## src/rtl/shreg_share_if.sv

```systemverilog
// Bundle of client-side and serial-chain signals for shreg_share_ctrl.
//
// Handshake: a requester raises req[i] and holds wdata steady until it sees
// gnt[i]. The controller samples req only while idle. gnt[i] stays high for
// the whole transfer, and done[i] pulses for one cycle with rdata valid.
// Dropping req after the grant does not cancel the transfer. A req that is
// still high in the next idle cycle starts a new transfer.
interface shreg_share_if #(
    parameter int WIDTH = 8
);
    logic [1:0]       req;
    logic [WIDTH-1:0] wdata0;
    logic [WIDTH-1:0] wdata1;
    logic             ser_in;
    logic             ser_out;
    logic             shift_en;
    logic [1:0]       gnt;
    logic             busy;
    logic [WIDTH-1:0] rdata;
    logic [1:0]       done;

    // master: the clients plus the return side of the serial chain
    modport master (
        output req, wdata0, wdata1, ser_in,
        input  ser_out, shift_en, gnt, busy, rdata, done
    );

    // slave: the shared-chain controller
    modport slave (
        input  req, wdata0, wdata1, ser_in,
        output ser_out, shift_en, gnt, busy, rdata, done
    );
endinterface

```

## src/rtl/shreg_share_ctrl.sv

```systemverilog
// Round-robin owner of one WIDTH-bit serial shift chain shared by two
// requesters. The block loads the winner's word, shifts it out LSB-first
// while capturing ser_in, then returns the captured word with a done pulse.
module shreg_share_ctrl #(
    parameter int WIDTH = 8
) (
    input  logic       clk,
    input  logic       rst_n,
    shreg_share_if.slave bus,
    output logic [1:0] state_dbg
);
    localparam int CW = (WIDTH > 1) ? $clog2(WIDTH) : 1;
    localparam logic [CW-1:0] CNT_LAST = CW'(WIDTH - 1);

    typedef enum logic [1:0] {
        IDLE  = 2'd0,
        SHIFT = 2'd1,
        DONE  = 2'd2
    } state_t;

    state_t           state;
    state_t           state_n;
    logic [WIDTH-1:0] shreg;
    logic [WIDTH-1:0] shreg_next;
    logic [WIDTH-1:0] rdata_q;
    logic [CW-1:0]    cnt;
    logic [1:0]       gnt_q;
    logic             last_gnt;   // index of the previous owner
    logic             win;        // index of the arbitration winner
    logic             load;

    // Round-robin pick: a lone requester wins, a tie goes to the one not served last
    always_comb begin
        win = 1'b0;
        case (bus.req)
            2'b10:   win = 1'b1;
            2'b11:   win = ~last_gnt;
            default: win = 1'b0;
        endcase
    end

    // Next shift-chain contents: return bit enters at the MSB
    always_comb begin
        shreg_next = {bus.ser_in, shreg[WIDTH-1:1]};
    end

    // FSM state register
    always_ff @(posedge clk or negedge rst_n) begin
        if (!rst_n) begin
            state <= IDLE;
        end else begin
            state <= state_n;
        end
    end

    // FSM next state; a started transfer always runs to DONE
    always_comb begin
        state_n = state;
        load    = 1'b0;
        case (state)
            IDLE: begin
                if (|bus.req) begin
                    load    = 1'b1;
                    state_n = SHIFT;
                end
            end
            SHIFT: begin
                if (cnt == CNT_LAST) begin
                    state_n = DONE;
                end
            end
            DONE: begin
                state_n = IDLE;
            end
            default: state_n = IDLE;
        endcase
    end

    // Datapath: load on grant, shift and count, capture result, release owner
    always_ff @(posedge clk or negedge rst_n) begin
        if (!rst_n) begin
            shreg    <= '0;
            rdata_q  <= '0;
            cnt      <= '0;
            gnt_q    <= 2'b00;
            last_gnt <= 1'b1;
        end else begin
            case (state)
                IDLE: begin
                    if (load) begin
                        shreg <= win ? bus.wdata1 : bus.wdata0;
                        gnt_q <= win ? 2'b10 : 2'b01;
                        cnt   <= '0;
                    end
                end
                SHIFT: begin
                    shreg <= shreg_next;
                    // counter parks at its last value instead of wrapping
                    if (cnt == CNT_LAST) begin
                        rdata_q <= shreg_next;
                    end else begin
                        cnt <= cnt + 1'b1;
                    end
                end
                DONE: begin
                    last_gnt <= gnt_q[1];
                    gnt_q    <= 2'b00;
                end
                default: ;
            endcase
        end
    end

    // Outputs are decoded from flops only, so no input reaches them combinationally
    always_comb begin
        bus.busy     = (state != IDLE);
        bus.shift_en = (state == SHIFT);
        bus.ser_out  = (state == SHIFT) & shreg[0];
        bus.gnt      = gnt_q;
        bus.done     = (state == DONE) ? gnt_q : 2'b00;
        bus.rdata    = rdata_q;
        state_dbg    = state;
    end
endmodule

```

## src/flat_wrapper.sv

```systemverilog
// flat-port wrapper written by rule: the top's interface ports become plain ports
module shreg_share_ctrl_flat 
#(
    parameter int WIDTH = 8
)
  (clk, rst_n, state_dbg, bus_req, bus_wdata0, bus_wdata1, bus_ser_in, bus_ser_out, bus_shift_en, bus_gnt, bus_busy, bus_rdata, bus_done);
  shreg_share_if #(.WIDTH(WIDTH)) bus_i ();
  input  logic clk;
  input  logic rst_n;
  output logic [1:0] state_dbg;
  input wire logic [$bits(bus_i.req)-1:0] bus_req;
  input wire logic [$bits(bus_i.wdata0)-1:0] bus_wdata0;
  input wire logic [$bits(bus_i.wdata1)-1:0] bus_wdata1;
  input wire logic [$bits(bus_i.ser_in)-1:0] bus_ser_in;
  output wire logic [$bits(bus_i.ser_out)-1:0] bus_ser_out;
  output wire logic [$bits(bus_i.shift_en)-1:0] bus_shift_en;
  output wire logic [$bits(bus_i.gnt)-1:0] bus_gnt;
  output wire logic [$bits(bus_i.busy)-1:0] bus_busy;
  output wire logic [$bits(bus_i.rdata)-1:0] bus_rdata;
  output wire logic [$bits(bus_i.done)-1:0] bus_done;
  assign bus_i.req = bus_req;
  assign bus_i.wdata0 = bus_wdata0;
  assign bus_i.wdata1 = bus_wdata1;
  assign bus_i.ser_in = bus_ser_in;
  assign bus_ser_out = bus_i.ser_out;
  assign bus_shift_en = bus_i.shift_en;
  assign bus_gnt = bus_i.gnt;
  assign bus_busy = bus_i.busy;
  assign bus_rdata = bus_i.rdata;
  assign bus_done = bus_i.done;
  shreg_share_ctrl #(.WIDTH(WIDTH)) u_core (.clk(clk), .rst_n(rst_n), .bus(bus_i), .state_dbg(state_dbg));
endmodule
```

## config.mk

```make
export PLATFORM = sky130hd
export DESIGN_NAME = shreg_share_ctrl_flat
export DESIGN_NICKNAME = d
export VERILOG_FILES = /design/src/rtl/shreg_share_if.sv /design/src/rtl/shreg_share_ctrl.sv /design/src/flat_wrapper.sv
export SDC_FILE = /design/constraint.sdc
export NUM_CORES = 1
export LEC_CHECK = 0
export ABC_AREA = 1
export BUFFER_PORTS_ARGS = -buffer_cell sky130_fd_sc_hd__buf_2
export CAP_MARGIN = 15
export CORE_MARGIN = 10
export CORE_UTILIZATION = 45
export CTS_CLUSTER_SIZE = 25
export DETAILED_ROUTE_END_ITERATION = 7
export PLACE_DENSITY = 0.74
export SKIP_LAST_GASP = 1
export SLEW_MARGIN = 25
export SYNTH_ARGS = -nofsm -noshare
export SYNTH_HDL_FRONTEND = slang
export SYNTH_SLANG_ARGS = --single-unit
```

## constraint.sdc

```tcl
create_clock -name clk -period 1.2 [get_ports clk]
set_input_delay 0.18 -clock clk [delete_from_list [all_inputs] [get_ports clk]]
set_output_delay 0.18 -clock clk [all_outputs]
set_load 0.05 [all_outputs]
```

---- Yosys cells after proc, flatten, opt, wreduce, memory -nomap -nowiden ----
Index checks and enable logic that the tools add are counted.
Widths: inputs -> output; s select.
storage, ports and cells
  flip-flop bits (word level) ............. 24
  bits of input ports ..................... 21
operators by class
  add/sub/neg operators ................... 1
  eq/ne operators ......................... 9
  multiplexer cells ....................... 16
  bitwise gates (word level) .............. 2
  reduce and logical (&&, ||, !) cells .... 10
operators with widths
  cell                 count
  $mux 8               2
  $pmux 8 s2           1
  $mux 2               5
  $pmux 2 s2           2
  $reduce_and 2->1     4
  $eq 2x2->1 const B   3
  $mux 3               2
  $ne 2x1->1 const B   3
  $pmux 3 s2           1
  $reduce_bool 2->1    3
  $add 3x1->3 const B  1
  $eq 3x3->1 const B   1
  $reduce_and 3->1     1
  $eq 2x1->1 const B   1
  $logic_not 2->1      1
  $mux 1               2
  $ne 2x2->1 const B   1
  $pmux 1 s2           1
  $reduce_or 2->1      1
  $and 1x1->1          1
  $not 1->1            1

---- Logic depth before layout (Yosys ltp) ----
  word-level depth ........................ 5
  mapped depth ............................ 7
  gate-level depth less buffers ........... 7

---- Worst setup path before layout ----
No wires, ideal clock.
  kind .................................... register -> output
  start ................................... reg u_core.state[0] (netlist: u_core.state_dbg[0])
  end ..................................... out bus_ser_out
  arrival time ............................ 1,638 ps
  required time ........................... 1,020 ps
  setup slack ............................. -618 ps
  cell stages (with the launch flop) ...... 5
  buffers on the path ..................... 0
  path through ............................ dfrtp_1 -> inv_2 -> nor2_4 -> inv_2 -> nor2_1
on the way
  longest elaborated chain between the ends .. 2
RTL lines
  what                    line                     source
  from (decl)             shreg_share_ctrl.sv:21   state_t state;
  from (signal assigned)  shreg_share_ctrl.sv:52   state <= state_n;
  $eq 2x1->1              shreg_share_ctrl.sv:118  bus.ser_out = (state == SHIFT) & shreg[0];
  $and 1x1->1             shreg_share_ctrl.sv:118
  to (decl)               flat_wrapper.sv:15       output wire logic [$bits(bus_i.ser_out)-1:0] bus_ser_out;
No other way between the ends.

---- Worst setup path in the final report ----
  start ................................... reg u_core.state[1] (netlist: u_core.state_dbg[1])
  end ..................................... out bus_busy
on the way
  longest elaborated chain between the ends .. 1
RTL lines
  what               line                     source
  $reduce_bool 2->1  shreg_share_ctrl.sv:116  bus.busy = (state != IDLE);
  to (decl)          flat_wrapper.sv:18       output wire logic [$bits(bus_i.busy)-1:0] bus_busy;
No other way between the ends.

==> flow_summary.yaml <==
cts:
  clock_latency_ns: 0.32
  numClockSinks: 24
  cts_tree: "built"
  cts_root_buffer: "clkbuf_4"
  htree_levels: 1
  path_clk_slew_ns: 0.14
  cts_buffer_depth: 2
  numCtsBuffers: 3
yosys:
  yosysTopAreaCell: "dfrtp_1"
  syn_avg_cell_area_um2: 7.685
  ys_seq_area_frac: 0.4834
  syn_area_um2: 1245
  yosys-top-cells-area: "dfrtp_1 (46%), nand2_1 (15%), nand3_1 (14%), inv_1 (8.1%), nand2_2 (3.0%)"
  yosysUniqueCellTypes: 18
  ys_seq_elements: 24
  yosysWarnings: 0
  syn_nets: 185
  synth_top_area_share: 0.4623
  synthCells: 162
sta:
  slew_headroom: 0.6245
  fin_crit_sh: 1.185
  hold_violations: 0
  slew_violations: 0
  whs_ns: 0.08172
  finalClockSkew_ns: 0.004397
  max_freq_mhz: 703.2
  setup_viol: 21
  fin_ws_ns: -0.2221
  period_needed_ns: 1.422
  grt_setup_unrepaired: "true"
  worst_pin_slew_ns: 0.5632
setup_path:
  worstPathMaxFanout: 6
  worst-setup-path-type: "reg2out"
  start_kind: "flip-flop"
  cp.arrival_ns: 1.24
  endpoint_kind: "primary output"
  cp.required_ns: 1.02
floorplanning:
  num_io_pins: 38
  die_y_um: 72.60
  die_area_um2: 5270
  die_width_um: 72.60
  design.core.area_um2: 2710
  initial_core_util: 0.4594
  num_rows: 19
global_routing:
  antenna_found_initial: 0
  grt_pass1_wl_mm: 5.865
  grt_max_degree: 25
  grt_overflow: 0
  track_usage: 0.1360
  grt_pass1_vias: 1231
detailed_routing:
  vias: 1283
  drt_first_iter_violations: 100
  drcViolationCount: 0
  antenna_left: 0
  post_drt_wl_per_cell_um: 15.84
  routed_via_density: 5.153
  first_pass_iters: 4
  wl_mm: 3.943
outcome:
  failed_checks: "negative setup slack"
  status: "finished, violations left"
power:
  p_leak_nw: 1.040
  max-vdd-ir-drop_v: 0.001880
  power_density_nw_per_um2: 3000
cells_and_area:
  n_fill_cell: 201
  final_nets: 242
  area_growth_pct: 55.18
  instances_no_fill: 249
  drive_gt1_frac: 0.4725
  insertedDiodeCount: 0
placement:
  dp_hpwl_mm: 2.527
  place_inst: 233
  gp_congestion: 0.8450
  place_ws_ns: -0.06766
  port_buffers: 37
run:
  max_cap_viol_count: 0
hold_path:
  hold_path_class: "in2reg"
## final timing paths
| check | slack (ns) | startpoint | cells past startpoint | to |
|---|---|---|---|---|
| max | -0.22 | u_core.state_dbg[1] | 4 | bus_busy |
| min | 0.08 | bus_ser_in | 3 | u_core.bus.rdata[7] |
| max reg2reg | -0.13 | u_core.state_dbg[1] | 7 | u_core.shreg[2] |
| min reg2reg | 0.50 | u_core.bus.rdata[6] | 2 | u_core.bus.rdata[6] |
| max in group asynchronous | 0.43 | rst_n | 2 | u_core.state_dbg[0] |
| min in group asynchronous | 0.36 | rst_n | 2 | u_core.shreg[6] |
## cell usage in the layout (no fill, tap or decap), drive strengths merged
cell type and instances:
clkbuf 6, bufinv 1, dlygate4sd3 1, dfrtp 23, dfstp 1, nand3 35, ha 2, inv 30
o21ai 2, a21oi 2, nor2 8, buf 49, nand2 58
## state kept, by name, summed over array words and instances (netlist names)
| name | flops |
|---|---|
| u_core.state_dbg | 2 |
| u_core.bus.rdata | 8 |
| u_core.bus.gnt | 2 |
| u_core.cnt | 3 |
| u_core.last_gnt | 1 |
| u_core.shreg | 8 |
## cell families (layout without fill, tap and decap cells)
logic type | Yosys count | in the layout | synth area share
AND/OR/NAND/NOR | 99 | 101 | 0.3658
buffers and inverters | 33 | 87 | 0.1116
adder cells (fa/ha/maj) | 2 | 2 | 0.02010
flip-flops | 24 | 24 | 0.4834
AO/OA/AOI/OAI | 4 | 4 | 0.01909
## power by group
part           switching, mW  total, mW  leakage (nW)  internal, mW
clock network          0.257      0.594        0.0279         0.338
logic                   2.28       3.63         0.729          1.35
registers              0.336       1.57         0.283          1.24
total                   2.87       5.80          1.04          2.93
## cells in the mapped netlist, drive strengths merged
| library cell | n |
|---|---|
| a21oi | 2 |
| nand3 | 35 |
| nand2 | 57 |
| o21ai | 2 |
| ha | 2 |
| dfstp | 1 |
| nor2 | 7 |
| dfrtp | 23 |
| buf | 3 |
| inv | 30 |
## per-stage QoR
step                power [mW]  area (um2)  TNS [ns]  utilization
detailed placement       4.268        1528   -0.4549       0.5637
global placement         4.203        1528   -0.1087       0.5637
finish                   5.796        1932    -2.405       0.7128
CTS                      5.211        1704    -1.330       0.6288
floorplan                3.552        1285   -0.6024            -
global route             6.137        1932    -3.702       0.7128
## what timing repair did
item | CTS | global route
setup endpoints to repair | 17 | 32
hold buffers | 1 | 0
endpoints found under the hold margin | 23 | 0
gates cloned | 1 | 1
gates resized for setup | 22 | 39
pin swaps | 2 | 13
buffers inserted | 4 | 7
## layer usage
| layer | vias up | wire, um | GRT usage |
|---|---|---|---|
| li1 | 618 | - | - |
| met1 | 611 | 1547 | 0.1603 |
| met2 | 44 | 1970 | 0.2283 |
| met3 | 10 | 291 | 0.03537 |
| met4 | 0 | 133 | 0.05485 |
| met5 | - | 0 | 0 |
## worst max-delay path: stages (launching register included)
cell and delay, ns:
dfrtp_2 0.49, buf_4 0.15, inv_2 0.06, nand2_4 0.07, buf_8 0.15
## layout make-up
class | instances | area, um2 | share of cell area
Clock inverter | 1 | 30.03 | 0.01554
Clock buffer | 3 | 22.52 | 0.01166
Multi-Input combinational cell | 107 | 699.4 | 0.3620
Inverter | 30 | 122.6 | 0.06347
Timing Repair Buffer | 53 | 414.1 | 0.2144
Sequential cell | 24 | 604.3 | 0.3128
Tap cell | 31 | 38.79 | 0.02008
No activity file was read; power rests on OpenSTA's default activity.
